`src/rtl/lsu_seq_pkg.sv`:
```
// Shared types and constants for the LSU request sequencer.
package lsu_seq_pkg;

    typedef enum logic [1:0] {
        S_IDLE    = 2'd0,
        S_ISSUE0  = 2'd1,
        S_ISSUE1  = 2'd2,
        S_WAIT_RD = 2'd3
    } state_t;

    localparam logic CMD_RD = 1'b0;
    localparam logic CMD_WR = 1'b1;

    localparam logic W_BYTE = 1'b0;
    localparam logic W_WORD = 1'b1;

    // Part 0 is the request address, part 1 is address + 1 of a split word.
    localparam logic TID_P0 = 1'b0;
    localparam logic TID_P1 = 1'b1;

endpackage

```
`src/rtl/lsu_rd_align.sv`:
```
// Read-return lane steering: turns one LSU return into its masked
// contribution to the 16-bit zero-extended core result.
module lsu_rd_align
    import lsu_seq_pkg::*;
(
    input  logic [15:0] rd_data,
    input  logic        t_id,
    input  logic        width,
    input  logic        split,
    input  logic        lane,
    output logic [15:0] contrib
);

    logic [7:0] sel_byte;

    // Pick the addressed byte, then place it in the result byte it owns.
    always_comb begin
        sel_byte = lane ? rd_data[15:8] : rd_data[7:0];
        contrib  = 16'h0000;
        if (width == W_WORD && !split)
            contrib = rd_data;
        else if (split && t_id == TID_P1)
            contrib = {sel_byte, 8'h00};
        else
            contrib = {8'h00, sel_byte};
    end

endmodule

```
`src/rtl/lsu_seq_16b.sv`:
```
// Core-to-LSU request sequencer: one request at a time, unaligned words
// split into two byte transactions, read returns merged into one result.
module lsu_seq_16b
    import lsu_seq_pkg::*;
(
    input  logic        clk,
    input  logic        a_rst,
    input  logic        cpu_req,
    output logic        cpu_ack,
    input  logic        cpu_cmd,
    input  logic        cpu_width,
    input  logic [15:0] cpu_addr,
    input  logic [15:0] cpu_wdata,
    output logic        cpu_done,
    output logic [15:0] cpu_rdata,
    output logic        cpu_busy,
    output logic [15:0] rq_addr,
    output logic [15:0] rq_data,
    output logic        rq_width,
    output logic        rq_cmd,
    output logic        rq_t_id,
    output logic        rq_wr_addr,
    output logic        rq_start,
    input  logic        rq_ack,
    input  logic        rd_valid,
    input  logic        rd_t_id,
    input  logic [15:0] rd_data
);

    state_t      state;
    logic        cmd_q, width_q, split_q;
    logic        got0, got1;
    logic [15:0] addr_q, wdata_q, acc_q;

    logic        issuing, p0_issued, p1_issued, cap;
    logic        got0_n, got1_n, all_got, lane;
    logic [15:0] addr_p1, contrib, merged;

    assign cpu_ack    = cpu_req & (state == S_IDLE);
    assign cpu_busy   = (state != S_IDLE);
    assign rq_wr_addr = 1'b1;
    assign addr_p1    = addr_q + 16'd1;
    assign issuing    = (state == S_ISSUE0) | (state == S_ISSUE1);

    // Transaction fields decode purely from state and latched request.
    always_comb begin
        rq_start = issuing;
        rq_t_id  = (state == S_ISSUE1) ? TID_P1 : TID_P0;
        rq_cmd   = issuing ? cmd_q : CMD_RD;
        rq_addr  = 16'h0000;
        rq_width = W_BYTE;
        rq_data  = 16'h0000;
        if (state == S_ISSUE0) begin
            rq_addr  = addr_q;
            rq_width = width_q & ~split_q;
            if (cmd_q == CMD_WR)
                rq_data = (width_q & ~split_q) ? wdata_q : {2{wdata_q[7:0]}};
        end else if (state == S_ISSUE1) begin
            rq_addr = addr_p1;
            if (cmd_q == CMD_WR)
                rq_data = {2{wdata_q[15:8]}};
        end
    end

    // A part counts as issued from its own ack cycle onward, so a return
    // in the same cycle as that ack is still accepted.
    always_comb begin
        p0_issued = ((state == S_ISSUE0) & rq_ack) | (state == S_ISSUE1) |
                    (state == S_WAIT_RD);
        p1_issued = split_q & (((state == S_ISSUE1) & rq_ack) | (state == S_WAIT_RD));
        cap       = rd_valid & (cmd_q == CMD_RD) &
                    ((rd_t_id == TID_P0) ? (p0_issued & ~got0) : (p1_issued & ~got1));
        got0_n    = got0 | (cap & (rd_t_id == TID_P0));
        got1_n    = got1 | (cap & (rd_t_id == TID_P1));
        all_got   = got0_n & (~split_q | got1_n);
        // Lane comes from the returning part's own address, not the one
        // currently on rq_addr (part 0 may return while part 1 issues).
        lane      = (rd_t_id == TID_P1) ? addr_p1[0] : addr_q[0];
        merged    = acc_q | (cap ? contrib : 16'h0000);
    end

    lsu_rd_align u_align (
        .rd_data (rd_data),
        .t_id    (rd_t_id),
        .width   (width_q),
        .split   (split_q),
        .lane    (lane),
        .contrib (contrib)
    );

    // Sequencer FSM with registered completion pulse and read result.
    always_ff @(posedge clk) begin
        if (a_rst) begin
            state     <= S_IDLE;
            cmd_q     <= CMD_RD;
            width_q   <= W_BYTE;
            split_q   <= 1'b0;
            addr_q    <= 16'h0000;
            wdata_q   <= 16'h0000;
            got0      <= 1'b0;
            got1      <= 1'b0;
            acc_q     <= 16'h0000;
            cpu_done  <= 1'b0;
            cpu_rdata <= 16'h0000;
        end else begin
            cpu_done  <= 1'b0;
            cpu_rdata <= 16'h0000;
            got0      <= got0_n;
            got1      <= got1_n;
            acc_q     <= merged;
            case (state)
                S_IDLE: begin
                    if (cpu_ack) begin
                        cmd_q   <= cpu_cmd;
                        width_q <= cpu_width;
                        addr_q  <= cpu_addr;
                        wdata_q <= cpu_wdata;
                        split_q <= cpu_width & cpu_addr[0];
                        got0    <= 1'b0;
                        got1    <= 1'b0;
                        acc_q   <= 16'h0000;
                        state   <= S_ISSUE0;
                    end
                end
                S_ISSUE0: begin
                    if (rq_ack) begin
                        if (split_q) begin
                            state <= S_ISSUE1;
                        end else if (cmd_q == CMD_WR) begin
                            state    <= S_IDLE;
                            cpu_done <= 1'b1;
                        end else if (all_got) begin
                            state     <= S_IDLE;
                            cpu_done  <= 1'b1;
                            cpu_rdata <= merged;
                        end else begin
                            state <= S_WAIT_RD;
                        end
                    end
                end
                S_ISSUE1: begin
                    if (rq_ack) begin
                        if (cmd_q == CMD_WR) begin
                            state    <= S_IDLE;
                            cpu_done <= 1'b1;
                        end else if (all_got) begin
                            state     <= S_IDLE;
                            cpu_done  <= 1'b1;
                            cpu_rdata <= merged;
                        end else begin
                            state <= S_WAIT_RD;
                        end
                    end
                end
                S_WAIT_RD: begin
                    if (all_got) begin
                        state     <= S_IDLE;
                        cpu_done  <= 1'b1;
                        cpu_rdata <= merged;
                    end
                end
                default: state <= S_IDLE;
            endcase
        end
    end

endmodule
```
`config.mk`:
```
export PLATFORM = sky130hd
export DESIGN_NAME = lsu_seq_16b
export DESIGN_NICKNAME = d
export VERILOG_FILES = /design/src/rtl/lsu_seq_pkg.sv /design/src/rtl/lsu_rd_align.sv /design/src/rtl/lsu_seq_16b.sv
export SDC_FILE = /design/constraint.sdc
export NUM_CORES = 1
export LEC_CHECK = 0
export CAP_MARGIN = 20
export CORE_MARGIN = 1
export CORE_UTILIZATION = 30
export DETAILED_ROUTE_END_ITERATION = 8
export MAX_ROUTING_LAYER = met4
export SKIP_CTS_REPAIR_TIMING = 1
export SYNTH_ARGS = -nofsm -noshare
export SYNTH_HDL_FRONTEND = slang
export SYNTH_SLANG_ARGS = --single-unit
```
`constraint.sdc`:
```
create_clock -name clk -period 2.8 [get_ports clk]
set_input_delay 0.28 -clock clk [delete_from_list [all_inputs] [get_ports clk]]
set_output_delay 0.28 -clock clk [all_outputs]
set_load 0.03 [all_outputs]
```
==> out/metrics.cfg, run 1 <==
[status]
status = finished, final reports clean

[synthesis]
netlist_instances = 513
synth_nets = 576
synth-edff-count = 0
synth_top_cells_by_count = nand2_1, dfxtp_1, a21oi_1
syn_avg_cell_area_sq_um = 7.522
synth.area.top_cells = dfxtp_1, a21oi_1, nand2_1, nor2_1, inv_1
synth_top_cell_area_share = 0.3735
ys_dominant_reg_cell = dfxtp_1
netlist_area_sq_um = 3859
yosysWarnings = 0
synth_most_common_cell = nand2_1
ys_ff_latch = 72
synth_cell_types = 55
async_flop_share = 0
ys_seq_area_frac = 0.3735
post-synth-top-area-cell = dfxtp_1

[pwr]
p_leak_uw = 0.002142
p_comb_frac = 0.319
switching_share = 0.3369
power.net_switching_uw = 1201
p_clk_frac = 0.344
cellPowerDensity_nw_per_um2 = 645.5
p_int_uw = 2363
p_seq_frac = 0.336
peakVddDrop_mv = 0.3218

[cells_and_area]
fin_nets = 682
fin_util = 0.4393
n_fill_cell = 1304
final_area_sq_um = 5522
num_antenna_cells = 0
area_delta_synth_final_pct = 43.09
drive_above_1_share = 0.1026

[routing]
ant_nets = 0
routed_wl_microns = 11770
drc = 0
dr.pass1.iters = 4
post_drt_wl_per_cell_microns = 14.79
drt_iter0_markers = 221
dr_total_vias = 4004
vias_per_cell = 5.030

[global_route]
antenna_found_initial = 0
grt_usage = 0.1877
grt_max_degree = 37
grt.overflow.total = 0
grt_pass1_vias = 3804
grt_pass1_wl_microns = 18660

[sta]
hold_viol_final = 0
slew_violations = 0
post-route-min-period_ns = 2.711
finClkSkew_ns = 0.008177
fmax_mhz = 368.9
setup_viol = 0
max_slew_margin = 0.5411
fin_crit_sh = 0.9682
tightestPinTransition_ns = 0.6867
holdWs_ns = 0.4505

[clock_network]
ctsHtreeMaxLevel = 3
cts_root_buf = clkbuf_16
cts_buffer_depth = 2
clk_latency_ns = 0.34
cts_sinks = 72
numCtsBuffers = 9
cts.clk_slew.worst_paths_ns = 0.06
cts_tree = built

[place]
gp_congestion = 0.8326
io_buffer_count = 110
place_area_sq_um = 5141
dp_hpwl_microns = 8243

[job]
maxCapViolCount = 0

[floorplan]
start_util = 0.3070
core_area_sq_um = 12570
dieArea_sq_um = 13320
die_y_microns = 115.4
ios = 112
dieWidth_microns = 115.4
rows = 41

[critical_path]
crit_top_cell = or4_4
critPathTopFamily = simple AND/OR/NAND/NOR gates
arrival_ns = 2.43
cpMaxStageDelayCell = or4_4
crit_required_ns = 2.52
cp-end-kind = primary output
crit_chain = inv_2 -> ha_4 -> nand2b_4 -> or4_4 -> or4_4 -> nand2_2 -> buf_6
crit_type = reg -> out
crit_path_start_kind = flop
critPathBufInv = 2
path_max_fanout = 9
critical_path.max_stage_delay_ns = 0.57
rrSetupSlack_ns = 0.57

[worst_hold_path]
hold_class = reg -> reg

[kinds of logic (layout without fill, tap and decap cells)]
family          after synthesis  after routing  synth area share
buf+inv                      65            176           0.06906
other cells                   1              1         0.0009718
mux                           3              3          0.007782
xor+xnor                     10             10           0.02270
simple gates                198            198            0.2386
flops                        72             72            0.3735
compound gates              157            157            0.2646
fa+ha+maj                     7              7           0.02270
[flip-flops by register name (all words and copies together) (netlist names)]
register	count
acc_q	16
addr_q	16
cpu_rdata	16
wdata_q	16
state	2
cmd_q	1
cpu_done	1
got0	1
got1	1
split_q	1
width_q	1
[final timing paths]
kind                            startpoint           to  depth (start not counted)
worst min register to register   acc_q[14]    acc_q[14]                          2
worst max register to register    state[0]    acc_q[14]                          8
worst max-delay path              state[1]  rq_addr[15]                          7
worst min-delay path             acc_q[14]    acc_q[14]                          2
[power by group through the flow]
stage	sequential [uW]	combinational (uW)	clock [uW]
3_3_place_gp	1210	1110	0
6_report	1200	1140	1230
3_5_place_dp	1220	1130	0
2_1_floorplan	1190	742	0
5_1_grt	1210	1260	1310
4_1_cts	1190	1130	1260
[layout make-up]
cell class	count	area [sq um]	share of cell area
flip-flops and latches	72	1445	0.2617
well taps	172	215.2	0.03898
inverters	30	112.6	0.02039
repair buffers	130	1261	0.2284
multi-input cells	376	2172	0.3934
clock inverters	3	65.06	0.01178
clock buffers	13	250.2	0.04532
[layout by cell type, fill, tap and decap left out, types with 3 or more instances in the layout]
master / instances
clkbuf_1: 3
nor4_1: 4
clkdlybuf4s50_1: 86
nand3_1: 13
a21boi_0: 14
nor3_1: 8
a22o_1: 3
o221ai_1: 10
nand2b_1: 13
dfxtp_1: 71
or2_2: 3
a31oi_1: 3
dlymetal6s2s_1: 10
and2_1: 7
inv_1: 28
o211ai_1: 3
ha_1: 6
a21o_1: 4
and3_1: 6
mux2i_1: 3
a22oi_1: 5
clkbuf_16: 9
nand2_1: 91
nor2b_1: 6
a21oi_1: 71
o21ai_0: 16
xnor2_1: 8
o221a_2: 3
buf_4: 31
nand4_1: 4
nor2_1: 33
o31a_1: 8
[metrics by stage]
stage	instances	total power [uW]	worst slack [ns]	TNS [ns]
global placement	779	2318	0.2634	0
global route	796	3775	-0.0005156	-0.0005156
CTS	795	3581	-0.1494	-0.7230
floorplan	513	1936	0.2511	0
detailed placement	779	2341	0.2259	0
finish	796	3564	0.08896	0
[tightest hold or removal path: stages (launching register included)]
cell,delay (ns)
dfxtp_1,0.29
inv_1,0.06
a21oi_1,0.05
[per-layer routing]
| metal | up-vias | GRT usage | wire, microns |
|---|---|---|---|
| met5 | - | - | 0 |
| met4 | 0 | 0.07965 | 219 |
| met3 | 16 | 0.03975 | 554 |
| met2 | 98 | 0.3130 | 5666 |
| met1 | 1895 | 0.2181 | 5333 |
| li1 | 1995 | - | - |
Note: power is estimated with default switching activity, not from simulation.
==> inputs of run 2 (changes only) <==
Settings changed: CORE_UTILIZATION 30 to 40, PLACE_DENSITY set to 0.69, TNS_END_PERCENT set to 1.
==> run 2 against run 1 <==
Net effect:
- hold slack better by 0.0041 ns
- die area down 25%
- total power down 9.0%
- first-iteration DRC count down 17%
- critical path depth unchanged
- maximum frequency down 0.14%
- largest cell class unchanged
- utilization up 14 points
- clock skew up 0.0013 ns
- flip-flop and latch count unchanged
==> out/metrics.cfg, run 2 (synthesis gave the netlist of run 1 again) <==
[status]
status = finished, final reports clean

[clock_network]
ctsHtreeMaxLevel = 3  ; unchanged
cts_buffer_depth = 2  ; unchanged
numCtsBuffers = 9  ; unchanged
cts_tree = built
cts_sinks = 72  ; unchanged
clk_latency_ns = 0.35  ; about the same
cts_root_buf = clkbuf_8
cts.clk_slew.worst_paths_ns = 0.09  ; +0.03 ns

[worst_hold_path]
whs_endpoint = cpu_rdata[2]
min_from = acc_q[2]
hold_class = reg -> reg
min_path_cells = 2  ; unchanged

[routing]
dr_total_vias = 3977  ; -0.67%
drt_iter0_markers = 183  ; -17%
post_drt_wl_per_cell_microns = 14.54  ; -1.7%
routed_wl_microns = 10920  ; -7.2%
vias_per_cell = 5.296  ; +5.3%
drc = 0  ; unchanged
dr.pass1.iters = 5  ; +1
ant_nets = 0  ; unchanged

[floorplan]
dieWidth_microns = 100.2  ; -13%
rows = 35  ; -15%
core_area_sq_um = 9284  ; -26%
dieArea_sq_um = 10040  ; -25%
ios = 112  ; unchanged
start_util = 0.4156  ; +0.1086
die_y_microns = 100.2  ; -13%

[critical_path]
crit_type = reg -> out
crit_required_ns = 2.52  ; about the same
path_max_fanout = 10  ; +1
rrSetupSlack_ns = 0.58  ; about the same
crit_path_start_kind = flop
r2r_start = state[0]
arrival_ns = 2.43  ; about the same
cp-end-kind = primary output
regToRegEndpoint = cpu_rdata[11]
r2r_cells = 9  ; +1

[cells_and_area]
num_antenna_cells = 0  ; unchanged
drive_above_1_share = 0.1013  ; -0.001278
fin_util = 0.5751  ; +0.1357
layout_common_cells = nand2_1, clkdlybuf4s50_1, a21oi_1, dfxtp_1, nor2_1
n_fill_cell = 868  ; -33%
final_common_cell = nand2_1
fin_nets = 680  ; -0.29%
area_delta_synth_final_pct = 38.36

[sta]
slew_violations = 0  ; unchanged
post-route-min-period_ns = 2.715  ; +0.003906 ns
max_slew_margin = 0.5413  ; about the same
finClkSkew_ns = 0.009490  ; +0.001313 ns
setup_viol = 0  ; unchanged
hold_viol_final = 0  ; unchanged
rsz0062_at_grt = yes
tightestPinTransition_ns = 0.6864  ; -0.0003515 ns
fmax_mhz = 368.3  ; -0.14%
fin_crit_sh = 0.9696  ; +0.001395

[place]
io_buffer_count = 110  ; unchanged
dp_hpwl_microns = 7832  ; -5.0%
gp_congestion = 0.9056  ; +8.8%

[global_route]
grt_pass1_vias = 3737  ; -1.8%
grt.overflow.total = 0  ; unchanged
grt_usage = 0.2242  ; +0.03646
grt_pass1_wl_microns = 17420  ; -6.7%
antenna_found_initial = 0  ; unchanged
grt_max_degree = 37  ; unchanged

[pwr]
cellPowerDensity_nw_per_um2 = 607.3  ; -5.9%
finalPower_uw = 3242  ; -9.0%
p_leak_uw = 0.002079  ; -2.9%
peakVddDrop_mv = 0.3419  ; +6.2%

[job]
maxCapViolCount = 0  ; unchanged

-- run 2: changes by cell type in the layout (fill, tap and decap cells not counted), sizes merged --
cell	previous run	this run
buf	34	32
clkbuf	13	10
clkinvlp	0	2
inv	29	30
-- run 2: per-stage QoR --
stage	instances	worst slack, ns	area, sq um	setup TNS, ns	hold slack [ns]
2_1_floorplan	513	0.2511	3859	0	0.4160
3_3_place_gp	735	0.2529	5067	0	0.4385
3_5_place_dp	735	0.1791	5067	0	0.4455
4_1_cts	751	-0.2189	5288	-1.173	0.4584
5_1_grt	751	-0.006356	5339	-0.006356	0.4689
6_report	751	0.08505	5339	0	0.4546
-- run 2: worst max-delay path by stage --
stage	to	depth (start not counted)	slack (ns)	from
after global routing	rq_data[7]	8	-0.006	state[0]
after detailed placement	rq_addr[15]	7	0.18	state[1]
after global placement	rq_addr[15]	7	0.25	state[1]
after CTS	rq_addr[15]	7	-0.22	state[1]
after floorplan	rq_addr[15]	8	0.25	state[1]
final	rq_addr[15]	7	0.09	state[1]
-- run 2: area by class of cell --
type / count / area (sq um) / area share
clock inverter: 6 / 92.59 / 0.01734
sequential: 72 / 1445 / 0.2707
tap: 129 / 161.4 / 0.03023
clock buffer: 10 / 127.6 / 0.02390
inverter: 30 / 112.6 / 0.02109
multi-input combinational: 376 / 2170 / 0.4064
timing repair buffer: 128 / 1230 / 0.2304
-- run 2: critical path, cell delays in order, from the launching register on --
cell and delay, ns:
dfxtp_4 0.38, inv_2 0.07, ha_4 0.19, nand2b_4 0.18, or4_4 0.56, or4_4 0.50, nand2_2 0.08, buf_6 0.13
-- run 2: layer usage --
layer,track usage,part of all wire,up-vias
li1,-,-,1986
met1,0.2799,0.45,1828
met2,0.3593,0.48,143
met3,0.03482,0.055,20
met4,0.09699,0.022,0
met5,-,0,-
-- run 2: report_power, final --
part           switching, uW  internal (uW)  leakage, uW  total [uW]
Sequential              88.5           1110     0.000586        1200
Clock                    419            507     0.000103         926
Combinational            678            439      0.00139        1120
Total                   1190           2060      0.00208        3240
